===== config.mk =====
export PLATFORM = sky130hd
export DESIGN_NAME = button_press_classifier
export DESIGN_NICKNAME = d
export VERILOG_FILES = /design/src/rtl/button_press_classifier.sv
export SDC_FILE = /design/constraint.sdc
export NUM_CORES = 1
export LEC_CHECK = 0
export ABC_AREA = 0
export CORE_MARGIN = 4
export CORE_UTILIZATION = 54
export DETAILED_ROUTE_END_ITERATION = 10
export PLACE_DENSITY = 0.8
export SYNTH_ARGS = -nofsm -noshare
export SYNTH_HDL_FRONTEND = slang
export SYNTH_SLANG_ARGS = --single-unit

===== constraint.sdc =====
create_clock -name clk -period 1.9 [get_ports clk]
set_input_delay 0.38 -clock clk [delete_from_list [all_inputs] [get_ports clk]]
set_output_delay 0.38 -clock clk [all_outputs]
set_load 0.05 [all_outputs]

===== src/rtl/button_press_classifier.sv =====
// Per-channel classifier for debounced buttons: turns each level into one-cycle
// press, short-press, long-press, auto-repeat and release strobes.
module button_press_classifier #(
  parameter int unsigned WIDTH      = 1,
  parameter int unsigned LONG_CNT   = 8,
  parameter int unsigned REPEAT_CNT = 4
) (
  input  logic             clk,
  input  logic             rst,
  input  logic [WIDTH-1:0] debounced_signal,
  output logic [WIDTH-1:0] press_pulse,
  output logic [WIDTH-1:0] release_pulse,
  output logic [WIDTH-1:0] short_press,
  output logic [WIDTH-1:0] long_press,
  output logic [WIDTH-1:0] repeat_pulse
);

  localparam int unsigned HOLD_W   = $clog2(LONG_CNT + 1);
  localparam int unsigned REP_RAW  = $clog2(REPEAT_CNT + 1);
  localparam int unsigned REP_W    = (REP_RAW > 0) ? REP_RAW : 1;
  localparam bit          REP_EN   = (REPEAT_CNT != 0);

  localparam logic [HOLD_W-1:0] HOLD_LAST = HOLD_W'(LONG_CNT - 1);
  localparam logic [REP_W-1:0]  REP_LAST  = REP_W'(REPEAT_CNT - 1);

  typedef enum logic [1:0] {
    ST_IDLE = 2'd0,
    ST_HELD = 2'd1,
    ST_LONG = 2'd2
  } state_e;

  for (genvar i = 0; i < WIDTH; i++) begin : g_ch
    logic              sig;
    state_e            state_q, state_d;
    logic              prev_q, prev_d;
    logic [HOLD_W-1:0] hold_cnt_q, hold_cnt_d;
    logic [REP_W-1:0]  rep_cnt_q, rep_cnt_d;
    logic              press_q, press_d;
    logic              release_q, release_d;
    logic              short_q, short_d;
    logic              long_q, long_d;
    logic              repeat_q, repeat_d;

    assign sig = debounced_signal[i];

    // prev resets high so a button already held at reset must be re-pressed
    always_ff @(posedge clk or posedge rst) begin
      if (rst) begin
        state_q    <= ST_IDLE;
        prev_q     <= 1'b1;
        hold_cnt_q <= '0;
        rep_cnt_q  <= '0;
        press_q    <= 1'b0;
        release_q  <= 1'b0;
        short_q    <= 1'b0;
        long_q     <= 1'b0;
        repeat_q   <= 1'b0;
      end else begin
        state_q    <= state_d;
        prev_q     <= prev_d;
        hold_cnt_q <= hold_cnt_d;
        rep_cnt_q  <= rep_cnt_d;
        press_q    <= press_d;
        release_q  <= release_d;
        short_q    <= short_d;
        long_q     <= long_d;
        repeat_q   <= repeat_d;
      end
    end

    always_comb begin
      state_d    = state_q;
      prev_d     = sig;
      hold_cnt_d = hold_cnt_q;
      rep_cnt_d  = rep_cnt_q;
      press_d    = 1'b0;
      release_d  = 1'b0;
      short_d    = 1'b0;
      long_d     = 1'b0;
      repeat_d   = 1'b0;

      case (state_q)
        ST_IDLE: begin
          if (sig && !prev_q) begin
            press_d    = 1'b1;
            hold_cnt_d = HOLD_W'(1);
            state_d    = ST_HELD;
          end
        end
        ST_HELD: begin
          if (!sig) begin
            short_d    = 1'b1;
            release_d  = 1'b1;
            hold_cnt_d = '0;
            state_d    = ST_IDLE;
          end else if (hold_cnt_q == HOLD_LAST) begin
            long_d     = 1'b1;
            hold_cnt_d = '0;
            rep_cnt_d  = '0;
            state_d    = ST_LONG;
          end else begin
            hold_cnt_d = hold_cnt_q + HOLD_W'(1);
          end
        end
        ST_LONG: begin
          if (!sig) begin
            release_d = 1'b1;
            rep_cnt_d = '0;
            state_d   = ST_IDLE;
          end else if (REP_EN) begin
            // repeat period restarts on every pulse
            if (rep_cnt_q == REP_LAST) begin
              repeat_d  = 1'b1;
              rep_cnt_d = '0;
            end else begin
              rep_cnt_d = rep_cnt_q + REP_W'(1);
            end
          end
        end
        default: begin
          state_d = ST_IDLE;
        end
      endcase
    end

    assign press_pulse[i]   = press_q;
    assign release_pulse[i] = release_q;
    assign short_press[i]   = short_q;
    assign long_press[i]    = long_q;
    assign repeat_pulse[i]  = repeat_q;
  end

endmodule


==> report_table.html <==
<table>
<tr><th>Metric</th><th>Value</th></tr>
<tr><th colspan="2">Clock tree</th></tr>
<tr><td>Library cell used as clock root buffer</td><td>sky130_fd_sc_hd__clkbuf_4</td></tr>
<tr><td>Clock Sink Count</td><td>15</td></tr>
<tr><td>Insertion delay to the later sink of the worst-skew pair</td><td>0.29 ns</td></tr>
<tr><td>Deepest level of the CTS H-tree</td><td>1</td></tr>
<tr><td>Number of gates resized after CTS</td><td>0</td></tr>
<tr><td>CTS Hold Buffers Added</td><td>0</td></tr>
<tr><td>Number of post-CTS setup repair buffers</td><td>0</td></tr>
<tr><td>Clock-pin transition on the worst setup and hold timing paths</td><td>0.10 ns</td></tr>
<tr><td>TritonCTS clock tree</td><td>done</td></tr>
<tr><td>CTS buffer count</td><td>3</td></tr>
<tr><td>Buffer levels on the longest clock path</td><td>2</td></tr>
<tr><th colspan="2">Floorplanning</th></tr>
<tr><td>Core box area</td><td>0.001366 sq mm</td></tr>
<tr><td>Die boundary height</td><td>46.90 um</td></tr>
<tr><td>I/O pins</td><td>8</td></tr>
<tr><td>Starting Density</td><td>0.5980</td></tr>
<tr><td>Overall die area</td><td>0.002199 sq mm</td></tr>
<tr><td>Die Wd</td><td>46.90 um</td></tr>
<tr><td>Core Rows</td><td>13</td></tr>
<tr><th colspan="2">Route</th></tr>
<tr><td>DRC Markers</td><td>0</td></tr>
<tr><td>Via-to-Cell Ratio</td><td>5.750</td></tr>
<tr><td>Iteration-0 DRC Markers</td><td>10</td></tr>
<tr><td>Detailed-route via count</td><td>575</td></tr>
<tr><td>Detail Route Antenna Nets</td><td>0</td></tr>
<tr><td>Iteration count of the initial detailed-routing pass</td><td>4</td></tr>
<tr><td>Wire per inst</td><td>15.15 um</td></tr>
<tr><td>Routed wire length</td><td>1.515 mm</td></tr>
<tr><th colspan="2">Critical path</th></tr>
<tr><td>Largest incremental delay on the critical path</td><td>0.80 ns</td></tr>
<tr><td>Capturing element of the worst setup path</td><td>short_press</td></tr>
<tr><td>WP depth</td><td>1</td></tr>
<tr><td>Critical path startpoint</td><td>short_press$_DFF_PP0_</td></tr>
<tr><td>Setup slack of the most critical reg-to-reg path</td><td>0.34 ns</td></tr>
<tr><td>Crit path cell chain</td><td>clkdlybuf4s50_1</td></tr>
<tr><td>Type of the setup path with the least slack</td><td>flip-flop to primary output</td></tr>
<tr><td>Source of the worst register-to-register timing path</td><td>g_ch[0].state_q[1]$_DFFE_PP0P_</td></tr>
<tr><td>Worst r2r path cells</td><td>6</td></tr>
<tr><td>Bufs and invs on worst path</td><td>1</td></tr>
<tr><td>Cell at the slowest stage of the critical path</td><td>sky130_fd_sc_hd__clkdlybuf4s50_1</td></tr>
<tr><td>Top cell family by delay on the critical path</td><td>buffers and inverters</td></tr>
<tr><td>Capturing point of the worst reg2reg path</td><td>g_ch[0].state_q[0]$_DFFE_PP0P_</td></tr>
<tr><td>Element type at the critical path start</td><td>flip-flop</td></tr>
<tr><td>Critical path data arrival time</td><td>1.42 ns</td></tr>
<tr><td>Data required time of the worst path</td><td>1.52 ns</td></tr>
<tr><td>Critical path peak fanout</td><td>1</td></tr>
<tr><td>Endpoint kind of the worst setup timing path</td><td>primary output</td></tr>
<tr><th colspan="2">Timing</th></tr>
<tr><td>Worst path setup slack after routing</td><td>0.09582 ns</td></tr>
<tr><td>Final count of pins violating max slew</td><td>0</td></tr>
<tr><td>Achievable frequency</td><td>554.3 MHz</td></tr>
<tr><td>Actual slew at the worst max-slew pin</td><td>0.5702 ns</td></tr>
<tr><td>Total setup violations reported at the end of the flow</td><td>0</td></tr>
<tr><td>Worst slew slack as a fraction of its limit</td><td>0.6194</td></tr>
<tr><td>Period utilization</td><td>0.9496</td></tr>
<tr><td>Clock Skew</td><td>0.005737 ns</td></tr>
<tr><td>Setup repair after global routing missed its margin</td><td>false</td></tr>
<tr><td>Final critical-path required period</td><td>1.804 ns</td></tr>
<tr><td>Setup total negative slack</td><td>0 ns</td></tr>
<tr><td>Final hold viol count</td><td>0</td></tr>
<tr><th colspan="2">GRT</th></tr>
<tr><td>Global-route layer with the greatest usage</td><td>met2</td></tr>
<tr><td>Maximum number of pins on one net before global-route repair</td><td>16</td></tr>
<tr><td>Met3 capacity usage during global routing</td><td>0.05747</td></tr>
<tr><td>Overall overflow remaining after global route</td><td>0</td></tr>
<tr><td>Global-route wire length before repair</td><td>2.684 mm</td></tr>
<tr><td>Number of global-route vias before repair</td><td>577</td></tr>
<tr><td>Number of antenna violations at the first check in global routing</td><td>0</td></tr>
<tr><td>GR met2 Demand/Resource</td><td>0.2737</td></tr>
<tr><td>Met1 usage in global routing</td><td>0.2342</td></tr>
<tr><td>Combined global-route utilization of all metal layers</td><td>0.1784</td></tr>
<tr><th colspan="2">Finish</th></tr>
<tr><td>Share of post-route cells with drive strength above 1</td><td>0.1882</td></tr>
<tr><td>Final Net Count</td><td>94</td></tr>
<tr><td>Number of antenna diodes</td><td>0</td></tr>
<tr><td>Area added between synthesis and finish</td><td>14.70%</td></tr>
<tr><th colspan="2">Pwr</th></tr>
<tr><td>Share of power burned in the clock network</td><td>0.149</td></tr>
<tr><td>Cell Pwr Density</td><td>1352 mW/mm^2</td></tr>
<tr><td>Switching power as a share of total power</td><td>0.4071</td></tr>
<tr><td>Internal power</td><td>751.4 uW</td></tr>
<tr><td>Switching power summed over all nets</td><td>515.9 uW</td></tr>
<tr><td>Maximum resistive drop on vdd</td><td>0.8310 mV</td></tr>
<tr><td>Cell leakage power</td><td>0.0004173 uW</td></tr>
<tr><td>Comb power frac</td><td>0.487</td></tr>
<tr><td>Fraction of power consumed by sequential logic</td><td>0.364</td></tr>
<tr><th colspan="2">Status</th></tr>
<tr><td>Run status</td><td>complete, no violations</td></tr>
<tr><th colspan="2">Place</th></tr>
<tr><td>Detailed placer's ending HPWL</td><td>1.123 mm</td></tr>
<tr><td>IO buf count</td><td>7</td></tr>
<tr><td>Pre-CTS worst setup slack</td><td>0.2508 ns</td></tr>
<tr><td>Final estimated routing congestion in global placement</td><td>0.7984</td></tr>
<tr><th colspan="2">Synth</th></tr>
<tr><td>Proportion of register bits with asynchronous set or reset after synthesis</td><td>1.000</td></tr>
<tr><td>Number of distinct library cells after synthesis</td><td>35</td></tr>
<tr><td>Total of warnings raised by yosys</td><td>0</td></tr>
<tr><td>Syn Inst Count</td><td>73</td></tr>
<tr><td>Post-Synthesis Net Count</td><td>81</td></tr>
<tr><td>Netlist area before placement</td><td>817.0 sq um</td></tr>
<tr><td>Flip-flop and latch count after synthesis</td><td>15</td></tr>
<tr><td>Number of flops mapped to enable cells by yosys</td><td>0</td></tr>
<tr><td>Share of the yosys chip area belonging to registers</td><td>0.4609</td></tr>
<tr><td>Mapped Avg Cell Area</td><td>11.19 sq um</td></tr>
<tr><td>Most used flip-flop cell after synthesis</td><td>sky130_fd_sc_hd__dfrtp_1</td></tr>
<tr><th colspan="2">Run</th></tr>
<tr><td>Max Cap Viol</td><td>0</td></tr>
<tr><th colspan="2">Worst hold path</th></tr>
<tr><td>Worst Hold Class</td><td>primary input to async pin</td></tr>
</table>
## power by group through the flow
| stage | Combinational, uW | Clock [uW] | Sequential, uW |
|---|---|---|---|
| 2_1_floorplan | 439 | 0 | 513 |
| 3_3_place_gp | 603 | 0 | 460 |
| 3_5_place_dp | 619 | 0 | 463 |
| 4_1_cts | 623 | 196 | 460 |
| 5_1_grt | 691 | 204 | 472 |
| 6_report | 617 | 189 | 461 |
## kinds of logic after synthesis
group / after synthesis / synth area share
and+or+nand+nor: 27 / 0.2251
adders and majority gates: 5 / 0.07657
buffers and inverters: 9 / 0.05514
muxes: 2 / 0.03062
DFF: 15 / 0.4610
AOI/OAI and AO/OA: 15 / 0.1516
## how the worst min path moves through the flow
stage	cells after the start	slack, ns	start	end
final	2	0.43	rst	g_ch[0].hold_cnt_q[1]$_DFFE_PP0P_
after global routing	2	0.48	rst	g_ch[0].hold_cnt_q[1]$_DFFE_PP0P_
after CTS	2	0.44	rst	g_ch[0].hold_cnt_q[1]$_DFFE_PP0P_
after detailed placement	1	0.52	g_ch[0].rep_cnt_q[2]$_DFFE_PP0P_	g_ch[0].rep_cnt_q[2]$_DFFE_PP0P_
after global placement	2	0.51	g_ch[0].rep_cnt_q[1]$_DFFE_PP0P_	g_ch[0].rep_cnt_q[1]$_DFFE_PP0P_
after floorplan	1	0.28	rst	g_ch[0].hold_cnt_q[0]$_DFFE_PP0P_
## stage by stage
step	hold slack, ns	util	std cells	area [sq um]	power [uW]
after floorplan	0.2808	-	73	817.0	951.8
after global placement	0.5130	0.6658	96	909.6	1064
after detailed placement	0.5199	0.6658	96	909.6	1081
after CTS	0.4404	0.6859	100	937.1	1279
after global routing	0.4832	0.6859	100	937.1	1366
final	0.4296	0.6859	100	937.1	1267
## Yosys cell counts (all sizes together), types with 2 or more instances
cell type | number | share of area
inv | 7 | 0.032
nand4 | 2 | 0.015
buf | 2 | 0.023
a21oi | 2 | 0.012
nor2 | 2 | 0.0092
o2bb2ai | 2 | 0.021
nand2 | 3 | 0.017
ha | 5 | 0.077
nand3b | 3 | 0.047
or2 | 2 | 0.018
nand2b | 5 | 0.038
dfrtp | 14 | 0.43
nor2b | 2 | 0.015
a31oi | 2 | 0.015
nand3 | 5 | 0.031
o22ai | 2 | 0.032
## layer usage
metal / vias to the layer above / wire [um]
met5: - / 0
met4: 0 / 21
met3: 4 / 70
met2: 14 / 726
met1: 275 / 696
li1: 282 / -
## cells in the final DEF (no fill, tap or decap), types with 2 or more instances in the layout
cell,Yosys,routed
sky130_fd_sc_hd__nand2b_1,5,5
sky130_fd_sc_hd__nor2b_1,2,2
sky130_fd_sc_hd__nor2_1,2,2
sky130_fd_sc_hd__nand2_1,2,2
sky130_fd_sc_hd__ha_1,5,5
sky130_fd_sc_hd__buf_4,1,3
sky130_fd_sc_hd__o2bb2ai_1,2,2
sky130_fd_sc_hd__dfrtp_1,14,14
sky130_fd_sc_hd__inv_1,7,7
sky130_fd_sc_hd__clkdlybuf4s50_1,0,7
sky130_fd_sc_hd__nand4_1,2,2
sky130_fd_sc_hd__nand3_1,5,5
sky130_fd_sc_hd__a31oi_1,2,2
sky130_fd_sc_hd__clkbuf_4,0,3
sky130_fd_sc_hd__a21oi_1,2,2
## layout make-up
| type | instances | area (sq um) |
|---|---|---|
| inverters | 7 | 26.28 |
| flip-flops and latches | 15 | 376.6 |
| clock buffers | 3 | 22.52 |
| multi-input cells | 49 | 395.4 |
| repair buffers | 10 | 92.59 |
| well taps | 15 | 18.77 |
| clock inverters | 1 | 5.005 |
| fillers | 110 | 429.2 |
## flip-flops by register name (all words and copies together) (netlist names)
name and flops:
release_pulse 1, g_ch.state_q 2, press_pulse 1, short_press 1, g_ch.hold_cnt_q 4, g_ch.prev_q 1, g_ch.rep_cnt_q 3, long_press 1
repeat_pulse 1
(Power assumes the default switching activity.)
